<file path="config.mk">
export PLATFORM = sky130hd
export DESIGN_NAME = pipe_field_flat
export DESIGN_NICKNAME = d
export VERILOG_FILES = /design/src/rtl/pipe_field_if.sv /design/src/rtl/pipe_field.sv /design/src/flat_wrapper.sv
export SDC_FILE = /design/constraint.sdc
export NUM_CORES = 1
export LEC_CHECK = 0
export CORE_UTILIZATION = 65
export DETAILED_ROUTE_END_ITERATION = 10
export DONT_BUFFER_PORTS = 1
export PLACE_DENSITY = 0.9
export SYNTH_ARGS = -nofsm -noshare
export SYNTH_HDL_FRONTEND = slang
export SYNTH_SLANG_ARGS = --single-unit
</file>
<file path="constraint.sdc">
create_clock -name i_clk -period 6.6 [get_ports i_clk]
set_input_delay 0.66 -clock i_clk [delete_from_list [all_inputs] [get_ports i_clk]]
set_output_delay 0.66 -clock i_clk [all_outputs]
set_load 0.05 [all_outputs]
</file>
<file path="src/rtl/pipe_field_if.sv">
`default_nettype none
// +----------------------------------------------------------------------+
// | pipe_field_if : game-control, bird box, pixel query and status bus   |
// | Rev 1.0                                                              |
// +----------------------------------------------------------------------+
interface pipe_field_if;
    logic        i_tick;
    logic        i_start;
    logic [11:0] i_bird_x1;
    logic [11:0] i_bird_x2;
    logic [11:0] i_bird_y1;
    logic [11:0] i_bird_y2;
    logic [9:0]  i_px;
    logic [9:0]  i_py;
    logic        o_pipe_px;
    logic        o_point_add;
    logic        o_dead;
    logic [1:0]  o_state;

    modport master (
        output i_tick, i_start, i_bird_x1, i_bird_x2, i_bird_y1, i_bird_y2, i_px, i_py,
        input  o_pipe_px, o_point_add, o_dead, o_state
    );

    modport slave (
        input  i_tick, i_start, i_bird_x1, i_bird_x2, i_bird_y1, i_bird_y2, i_px, i_py,
        output o_pipe_px, o_point_add, o_dead, o_state
    );
endinterface
`default_nettype wire

</file>
<file path="src/rtl/pipe_field.sv">
`default_nettype none
// +----------------------------------------------------------------------+
// | pipe_field : N scrolling pipe pairs, game FSM, scoring and collision |
// | Rev 1.0                                                              |
// +----------------------------------------------------------------------+
module pipe_field #(
    parameter int unsigned N_PIPES   = 3,
    parameter int unsigned X_SIZE    = 40,
    parameter int unsigned Y_HOLE    = 80,
    parameter int unsigned SPACING   = 240,
    parameter int unsigned SPEED     = 4,
    parameter int unsigned SCREEN_W  = 640,
    parameter int unsigned FLOOR_Y   = 450,
    parameter int unsigned HOLE_MIN  = 60,
    parameter int unsigned HOLE_MAX  = 380,
    parameter logic [15:0] LFSR_SEED = 16'hACE1
) (
    input  wire logic   i_clk,
    input  wire logic   i_rst,
    pipe_field_if.slave bus
);
    typedef enum logic [1:0] {
        ST_IDLE = 2'b00,
        ST_RUN  = 2'b01,
        ST_DEAD = 2'b10
    } state_t;

    localparam logic [11:0] C_HOLE_MID = 12'((HOLE_MIN + HOLE_MAX) / 2);
    localparam logic [11:0] C_HOLE_MIN = 12'(HOLE_MIN);
    localparam logic [11:0] C_HALF     = 12'(Y_HOLE / 2);
    localparam logic [11:0] C_X_SIZE   = 12'(X_SIZE);
    localparam logic [11:0] C_SPEED    = 12'(SPEED);
    localparam logic [11:0] C_WRAP     = 12'(N_PIPES * SPACING - SPEED);
    localparam logic [11:0] C_FLOOR    = 12'(FLOOR_Y);
    localparam logic [9:0]  C_RANGE    = 10'(HOLE_MAX - HOLE_MIN + 1);

    state_t             r_state, w_state_next;
    logic [11:0]        r_x2 [N_PIPES];
    logic [11:0]        r_c  [N_PIPES];
    logic [15:0]        r_lfsr;
    logic               r_point;
    logic               r_pipe_px;

    logic [15:0]        w_lfsr_next;
    logic [9:0]         w_v;
    logic [11:0]        w_px, w_py;
    logic [N_PIPES-1:0] w_bird_hit, w_px_hit, w_cross, w_respawn;
    logic [11:0]        w_x2_step [N_PIPES];
    logic               w_collide, w_run_tick;

    assign w_lfsr_next = {1'b0, r_lfsr[15:1]} ^ (r_lfsr[0] ? 16'hB400 : 16'h0000);
    // Gap offset folded into [0, R) with a single subtract; R >= 256 makes one enough.
    assign w_v  = ({1'b0, r_lfsr[8:0]} >= C_RANGE) ? ({1'b0, r_lfsr[8:0]} - C_RANGE)
                                                   : {1'b0, r_lfsr[8:0]};
    assign w_px = {2'b00, bus.i_px};
    assign w_py = {2'b00, bus.i_py};

    for (genvar k = 0; k < N_PIPES; k++) begin : g_pipe
        logic [11:0] w_lo, w_top, w_bot;
        assign w_lo  = (r_x2[k] < C_X_SIZE) ? 12'd0 : (r_x2[k] - C_X_SIZE);
        assign w_top = r_c[k] - C_HALF;
        assign w_bot = r_c[k] + C_HALF;

        assign w_bird_hit[k] = (bus.i_bird_x1 < r_x2[k]) && (bus.i_bird_x2 >= w_lo) &&
                               ((bus.i_bird_y1 < w_top) || (bus.i_bird_y2 >= w_bot));
        assign w_px_hit[k]   = (w_px >= w_lo) && (w_px < r_x2[k]) &&
                               ((w_py < w_top) || (w_py >= w_bot));
        assign w_respawn[k]  = (r_x2[k] <= C_SPEED);
        assign w_x2_step[k]  = w_respawn[k] ? (r_x2[k] + C_WRAP) : (r_x2[k] - C_SPEED);
        assign w_cross[k]    = (r_x2[k] >= bus.i_bird_x1) && (w_x2_step[k] < bus.i_bird_x1);
    end

    assign w_collide  = (|w_bird_hit) || (bus.i_bird_y2 >= C_FLOOR) || (bus.i_bird_y1 == 12'd0);
    assign w_run_tick = (r_state == ST_RUN) && bus.i_tick;

    always_comb begin
        w_state_next = r_state;
        case (r_state)
            ST_IDLE: if (bus.i_start) w_state_next = ST_RUN;
            ST_RUN:  if (bus.i_tick && w_collide) w_state_next = ST_DEAD;
            ST_DEAD: if (bus.i_start) w_state_next = ST_RUN;
            default: w_state_next = ST_IDLE;
        endcase
    end

    always_ff @(posedge i_clk) begin
        if (i_rst) begin
            r_state   <= ST_IDLE;
            r_lfsr    <= LFSR_SEED;
            r_point   <= 1'b0;
            r_pipe_px <= 1'b0;
            for (int k = 0; k < N_PIPES; k++) begin
                r_x2[k] <= 12'(SCREEN_W + X_SIZE + k * SPACING);
                r_c[k]  <= C_HOLE_MID;
            end
        end else begin
            r_state   <= w_state_next;
            r_point   <= w_run_tick && !w_collide && (|w_cross);
            r_pipe_px <= |w_px_hit;
            if (w_run_tick)
                r_lfsr <= w_lfsr_next;
            // A fatal tick freezes the pipes where the bird hit them.
            for (int k = 0; k < N_PIPES; k++) begin
                if (r_state == ST_DEAD && bus.i_start) begin
                    r_x2[k] <= 12'(SCREEN_W + X_SIZE + k * SPACING);
                    r_c[k]  <= C_HOLE_MID;
                end else if (w_run_tick && !w_collide) begin
                    r_x2[k] <= w_x2_step[k];
                    if (w_respawn[k])
                        r_c[k] <= C_HOLE_MIN + {2'b00, w_v};
                end
            end
        end
    end

    assign bus.o_state     = r_state;
    assign bus.o_dead      = (r_state == ST_DEAD);
    assign bus.o_point_add = r_point;
    assign bus.o_pipe_px   = r_pipe_px;
endmodule
`default_nettype wire

</file>
<file path="src/flat_wrapper.sv">
// flat-port wrapper written by rule: the top's interface ports become plain ports
module pipe_field_flat 
#(
    parameter int unsigned N_PIPES   = 3,
    parameter int unsigned X_SIZE    = 40,
    parameter int unsigned Y_HOLE    = 80,
    parameter int unsigned SPACING   = 240,
    parameter int unsigned SPEED     = 4,
    parameter int unsigned SCREEN_W  = 640,
    parameter int unsigned FLOOR_Y   = 450,
    parameter int unsigned HOLE_MIN  = 60,
    parameter int unsigned HOLE_MAX  = 380,
    parameter logic [15:0] LFSR_SEED = 16'hACE1
)
  (i_clk, i_rst, bus_i_tick, bus_i_start, bus_i_bird_x1, bus_i_bird_x2, bus_i_bird_y1, bus_i_bird_y2, bus_i_px, bus_i_py, bus_o_pipe_px, bus_o_point_add, bus_o_dead, bus_o_state);
  pipe_field_if bus_i ();
  input  wire logic i_clk;
  input  wire logic i_rst;
  input wire logic [$bits(bus_i.i_tick)-1:0] bus_i_tick;
  input wire logic [$bits(bus_i.i_start)-1:0] bus_i_start;
  input wire logic [$bits(bus_i.i_bird_x1)-1:0] bus_i_bird_x1;
  input wire logic [$bits(bus_i.i_bird_x2)-1:0] bus_i_bird_x2;
  input wire logic [$bits(bus_i.i_bird_y1)-1:0] bus_i_bird_y1;
  input wire logic [$bits(bus_i.i_bird_y2)-1:0] bus_i_bird_y2;
  input wire logic [$bits(bus_i.i_px)-1:0] bus_i_px;
  input wire logic [$bits(bus_i.i_py)-1:0] bus_i_py;
  output wire logic [$bits(bus_i.o_pipe_px)-1:0] bus_o_pipe_px;
  output wire logic [$bits(bus_i.o_point_add)-1:0] bus_o_point_add;
  output wire logic [$bits(bus_i.o_dead)-1:0] bus_o_dead;
  output wire logic [$bits(bus_i.o_state)-1:0] bus_o_state;
  assign bus_i.i_tick = bus_i_tick;
  assign bus_i.i_start = bus_i_start;
  assign bus_i.i_bird_x1 = bus_i_bird_x1;
  assign bus_i.i_bird_x2 = bus_i_bird_x2;
  assign bus_i.i_bird_y1 = bus_i_bird_y1;
  assign bus_i.i_bird_y2 = bus_i_bird_y2;
  assign bus_i.i_px = bus_i_px;
  assign bus_i.i_py = bus_i_py;
  assign bus_o_pipe_px = bus_i.o_pipe_px;
  assign bus_o_point_add = bus_i.o_point_add;
  assign bus_o_dead = bus_i.o_dead;
  assign bus_o_state = bus_i.o_state;
  pipe_field #(.N_PIPES(N_PIPES), .X_SIZE(X_SIZE), .Y_HOLE(Y_HOLE), .SPACING(SPACING), .SPEED(SPEED), .SCREEN_W(SCREEN_W), .FLOOR_Y(FLOOR_Y), .HOLE_MIN(HOLE_MIN), .HOLE_MAX(HOLE_MAX), .LFSR_SEED(LFSR_SEED)) u_core (.i_clk(i_clk), .i_rst(i_rst), .bus(bus_i));
endmodule
</file>
# [Word-level counts from Yosys, hierarchy flattened]
# Memories as Yosys holds them, arrays and structs flattened.
# Index checks and enable logic that the tools add are counted.
[totals] reg_bits=20 ram_bits=69 inputBits=72 output_inout_bits=5 elab_cells=161 mem_count=2
[op_classes] addsub=17 n_lt_le_gt_ge=38 eq_ne=4 muxes=47 bitwise=13 n_reduce_logical=36
[memory_table] name="u_core.r_x2" words=3 word_bits=12 rd=3 rd_ports_with_merged_regs=0 wr=3 line="pipe_field.sv:38" text="logic [11:0] r_x2 [N_PIPES];"
[memory_table] name="u_core.r_c" words=3 word_bits=11 rd=3 rd_ports_with_merged_regs=0 wr=3 line="pipe_field.sv:39" text="logic [11:0] r_c [N_PIPES];"
[op_table] operator="$mux W12" n=12
[op_table] operator="$ge A12 B12 Y1" n=9
[op_table] operator="$lt A12 B12 Y1" n=9
[op_table] operator="$ge A10 B12 Y1" n=6
[op_table] operator="$lt A10 B12 Y1" n=6
[op_table] operator="$sub A12 B6 Y12 const B" n=6
[op_table] operator="$mux W11" n=6
[op_table] operator="$add A12 B10 Y12 const B" n=3
[op_table] operator="$add A12 B6 Y12 const B" n=3
[op_table] operator="$le A12 B3 Y1 const B" n=3
[op_table] operator="$lt A12 B6 Y1 const B" n=3
[op_table] operator="$sub A12 B3 Y12 const B" n=3
[op_table] operator="$mux W1" n=24
[op_table] operator="$logic_and A1 B1 Y1" n=20
[op_table] operator="$mux W16" n=1
[op_table] operator="$xor A15 B16 Y16" n=1
[op_table] operator="$ge A12 B9 Y1 const B" n=1
[op_table] operator="$logic_not A12 Y1" n=1
[op_table] operator="$or A1 B1 Y1" n=12
[op_table] operator="$add A6 B10 Y11 const A" n=1
[op_table] operator="$mux W10" n=1
[op_table] operator="$sub A9 B9 Y10 const B" n=1
[op_table] operator="$ge A9 B9 Y1 const B" n=1
[op_table] operator="$reduce_or A3 Y1" n=3
[op_table] operator="11 further kinds" n=19

# [Logic depth before layout (Yosys ltp)]
# An unclocked memory read counts as a cell.
[logic_depth] depth_word=16 ltp_mapped=17 ltp_nobuf=15

# [Worst setup path after synthesis]
# OpenSTA, ideal clock, no wires.
[synth_timing] path_kind="register -> register" startpoint="mem u_core.r_x2[0][6]" endpoint="mem u_core.r_x2[0][10] (enable)" setup_ns=0.425 arrival_ns=4.375 required_ns=6.175 slack_ns=1.800 stages_incl_launch_ff=14 n_path_buf=1 period_less_slack_ns=4.800 path_cell_list="edfxtp_1 or3_1 nor2_1 and2_1 clkbuf_1 mux2i_1 ha_1 a21o_1 a211o_1 a211o_1 a31oi_1 or4b_1 nand2_1 o21ai_0"
[synth_rtl] element="from (decl)" line="pipe_field.sv:38"

==> impl_metrics.csv <==
group,metric,value,unit
detailed_routing,routed_wl,30600,um
floorplan,row_count,47,
worst_setup_path,cp.arrival,4900,ps
logic_synthesis,synthFlopType,"edfxtp_1",
worst_setup_path,worstPathCellList,"nor4_1 -> nand3_1 -> nand2_1 -> ha_1 -> nor2b_1 -> a311oi_1 -> o21ai_0 -> a221oi_1 -> o311a_1 -> nand3_1 -> o21ai_0 -> buf_4",
sta,setup_viol,0,
cts,max-clock-path-buffers,2,
logic_synthesis,synth_largest_area_cell,"ha_1",
logic_synthesis,syn-mean-instance-area,8.65,sq um
sta,slew_violations,0,
place,port_buffers,0,
finish,nets,1606,
logic_synthesis,synth_top_cells_by_count,"ha_1, nand2_1, a21oi_1",
logic_synthesis,syn-cell-area,0.0110,sq mm
grt,grt_pass1_vias,9319,
sta,tns,0,ps
sta,fmax,207,MHz
worst_setup_path,worstReg2RegStart,"u_core.r_x2[2][8]$_SDFFCE_PN0P_",
finish,final_layout_size_suffix_gt1_share,2.54,%
cts,cts_resized,0,
pwr,vdd_drop_max,146,uV
grt,antenna_found_initial,1,
logic_synthesis,ys_top_cells_by_area,"ha_1, edfxtp_1, xnor2_1",
sta,relSlewSlack,20.6,%
logic_synthesis,yosysMostFrequentCell,"ha_1",
grt,grt_util_all_layers,35.6,%
logic_synthesis,yosysWarnings,0,
floorplan,io_pins,77,
floorplan,start_util,66.4,%
detailed_routing,vias,9887,
worst_hold_path,min_from,"i_rst",
sta,rsz0062_at_grt,"no",
logic_synthesis,synth_edf_count,63,
detailed_routing,vias_per_cell,6.68,
cts,clock_latency,350,ps
sta,period_minus_slack,4840,ps
worst_hold_path,whs_path_depth,1,
detailed_routing,post_drt_wl_per_cell,20.6,um
detailed_routing,dr.pass1.iters,6,
logic_synthesis,netlist_instances,1274,
worst_setup_path,required,6650,ps
floorplan,fp.dieW,132,um
worst_setup_path,cpMaxStageDelayCell,"nor4_1",
pwr,pwr_density_cell,128,mW/mm^2
logic_synthesis,ys_seq_elements,83,
finish,n_antenna_cell,0,
grt,gr-total-overflow,0,
cts,cts_max_level,3,
worst_setup_path,worstPathMaxFanout,22,
detailed_routing,dr.first_iter.drc_count,1337,
worst_setup_path,rr_endpoint,"u_core.r_c[0][10]$_SDFFCE_PN0P_",
logic_synthesis,synthesis.nets,1624,
logic_synthesis,ys_async_sr_fraction,0,%
worst_setup_path,reg2reg_depth,12,
sta,holdWs,377,ps
place,dpl.hpwl,24600,um
pwr,leakage,5.07,nW
sta,final.setup_skew,10.9,ps
finish,syn_to_final_growth,4.08,%
outcome,status,"finished, final reports clean",
detailed_routing,route.detailed.drc,0,
logic_synthesis,synth_top_area_share,31.6,%
worst_setup_path,crit_path_end_kind,"flop",
finish,finalInstanceArea,0.0115,sq mm
logic_synthesis,yosysSeqAreaShare,20.8,%
sta,worstMarginPinSlew,1190,ps
worst_setup_path,r2r_slack,1760,ps
sta,hold_viol,0,
worst_setup_path,crit_type,"reg2reg",
cts,clk_pin_slew,60,ps
grt,grt_max_degree,46,
floorplan,dieArea,0.0175,sq mm
logic_synthesis,synth.distinct_cells,67,
pwr,p_total,1.47,mW
worst_setup_path,slowest_delay,750,ps
worst_setup_path,cp-start-kind,"flop",
place,gp_congestion,1.00,
cts,cts.sinks,83,
cts,cts-hold-fix-buffers,0,
grt,grt_pass1_wl,48700,um
cts,cts_root_buf,"clkbuf_16",
sta,period_share,73.3,%
floorplan,die_y,132,um
run,drv_cap,0,
floorplan,core_area,0.0166,sq mm
detailed_routing,final_antenna_net_count,0,
cts,cts_made_buffers,9,
worst_hold_path,hold_end,"u_core.r_lfsr[9]$_SDFFE_PP0P_",
cts,post_cts_buffers,0,
sta,worst_slack,1760,ps
place,pre_cts_ws,1860,ps
cts,cts_tree,"built",
worst_hold_path,hold_class,"in2reg",
place,placed_area,0.0112,sq mm
-- placed cells by master, fill, tap and decap left out, types with 6 or more instances in the layout --
cell	count
nand4_1	15
nor4_1	13
and3_1	7
o21ai_0	80
and2_1	19
nor3_1	33
a21oi_1	92
nor2_1	79
nor3b_1	7
xor2_1	27
nor2b_1	15
a211o_1	6
a31oi_1	9
nand3b_1	12
nand3_1	40
clkbuf_16	9
ha_1	278
nand2b_1	17
xnor2_1	53
or3_1	6
o21a_1	18
a211oi_1	15
o211ai_1	9
a21o_1	21
mux2_2	6
nand2_1	115
dfxtp_1	20
a2111oi_0	8
edfxtp_1	63
o2111ai_1	11
inv_1	79
-- state kept, by name, indices dropped and copies added, names as in the netlist --
| signal | flops |
|---|---|
| u_core.r_c | 33 |
| u_core.r_x2 | 30 |
| u_core.r_lfsr | 16 |
| u_core.bus.o_state | 2 |
| u_core.bus.o_pipe_px | 1 |
| u_core.bus.o_point_add | 1 |
-- report_power, final --
part	total (mW)	leakage [nW]	switching, mW	internal (mW)
Clock	0.505	0.147	0.210	0.294
Combinational	0.353	4.20	0.202	0.151
Sequential	0.609	0.720	0.0310	0.578
-- cell families after synthesis --
group	Yosys count	synth area share [%]
AOI/OAI and AO/OA	314	18.2
xor gates and xnor gates	80	6.36
adders and majority gates	278	31.6
buffers and inverters	113	4.17
DFF	83	20.8
muxes	11	1.07
and+or+nand+nor	395	17.9
-- metrics by stage --
step,std cells,utilization [%]
4_1_cts,1481,69.2
6_report,1481,69.2
2_1_floorplan,1274,-
5_1_grt,1481,69.2
3_5_place_dp,1465,67.4
3_3_place_gp,1465,67.4
-- cell type report --
cell class	instances	area (sq um)
Sequential cell	83	2290
Fill cell	1246	5110
Multi-Input combinational cell	1078	8270
Timing Repair Buffer	5	37.5
Inverter	79	297
Clock inverter	6	66.3
Tap cell	220	275
Clock buffer	10	229
-- routing by layer --
layer  GRT usage [%]  vias to the layer above  share of wire [%]
met3            8.92                       91                 12
met4            14.7                        2                3.8
met1            48.0                     4497                 41
met5           0.556                        -              0.036
li1                -                     4702                  -
met2            54.1                      595                 43
-- critical path, delay by kind of cell (launching register included) --
family          cells  cell delay [ps]
buf+inv             1              260
compound gates      5             1470
simple gates        5             2090
flops               1              480
fa+ha+maj           1              260
-- how the worst max path moves through the flow --
stage                                          startpoint                               end  cells after the start
after global placement    u_core.r_x2[2][8]$_SDFFCE_PN0P_    u_core.r_c[2][4]$_SDFFCE_PN1P_                     13
after global routing      u_core.r_x2[2][8]$_SDFFCE_PN0P_   u_core.r_c[0][10]$_SDFFCE_PN0P_                     13
after floorplan           u_core.r_x2[0][6]$_SDFFCE_PN0P_  u_core.r_x2[0][10]$_SDFFCE_PN0P_                     13
after detailed placement  u_core.r_x2[2][8]$_SDFFCE_PN0P_    u_core.r_c[0][7]$_SDFFCE_PN1P_                     12
after CTS                 u_core.r_x2[2][8]$_SDFFCE_PN0P_    u_core.r_c[0][3]$_SDFFCE_PN1P_                     12
final                     u_core.r_x2[2][8]$_SDFFCE_PN0P_   u_core.r_c[0][10]$_SDFFCE_PN0P_                     12
No activity file was read; power rests on OpenSTA's default activity.
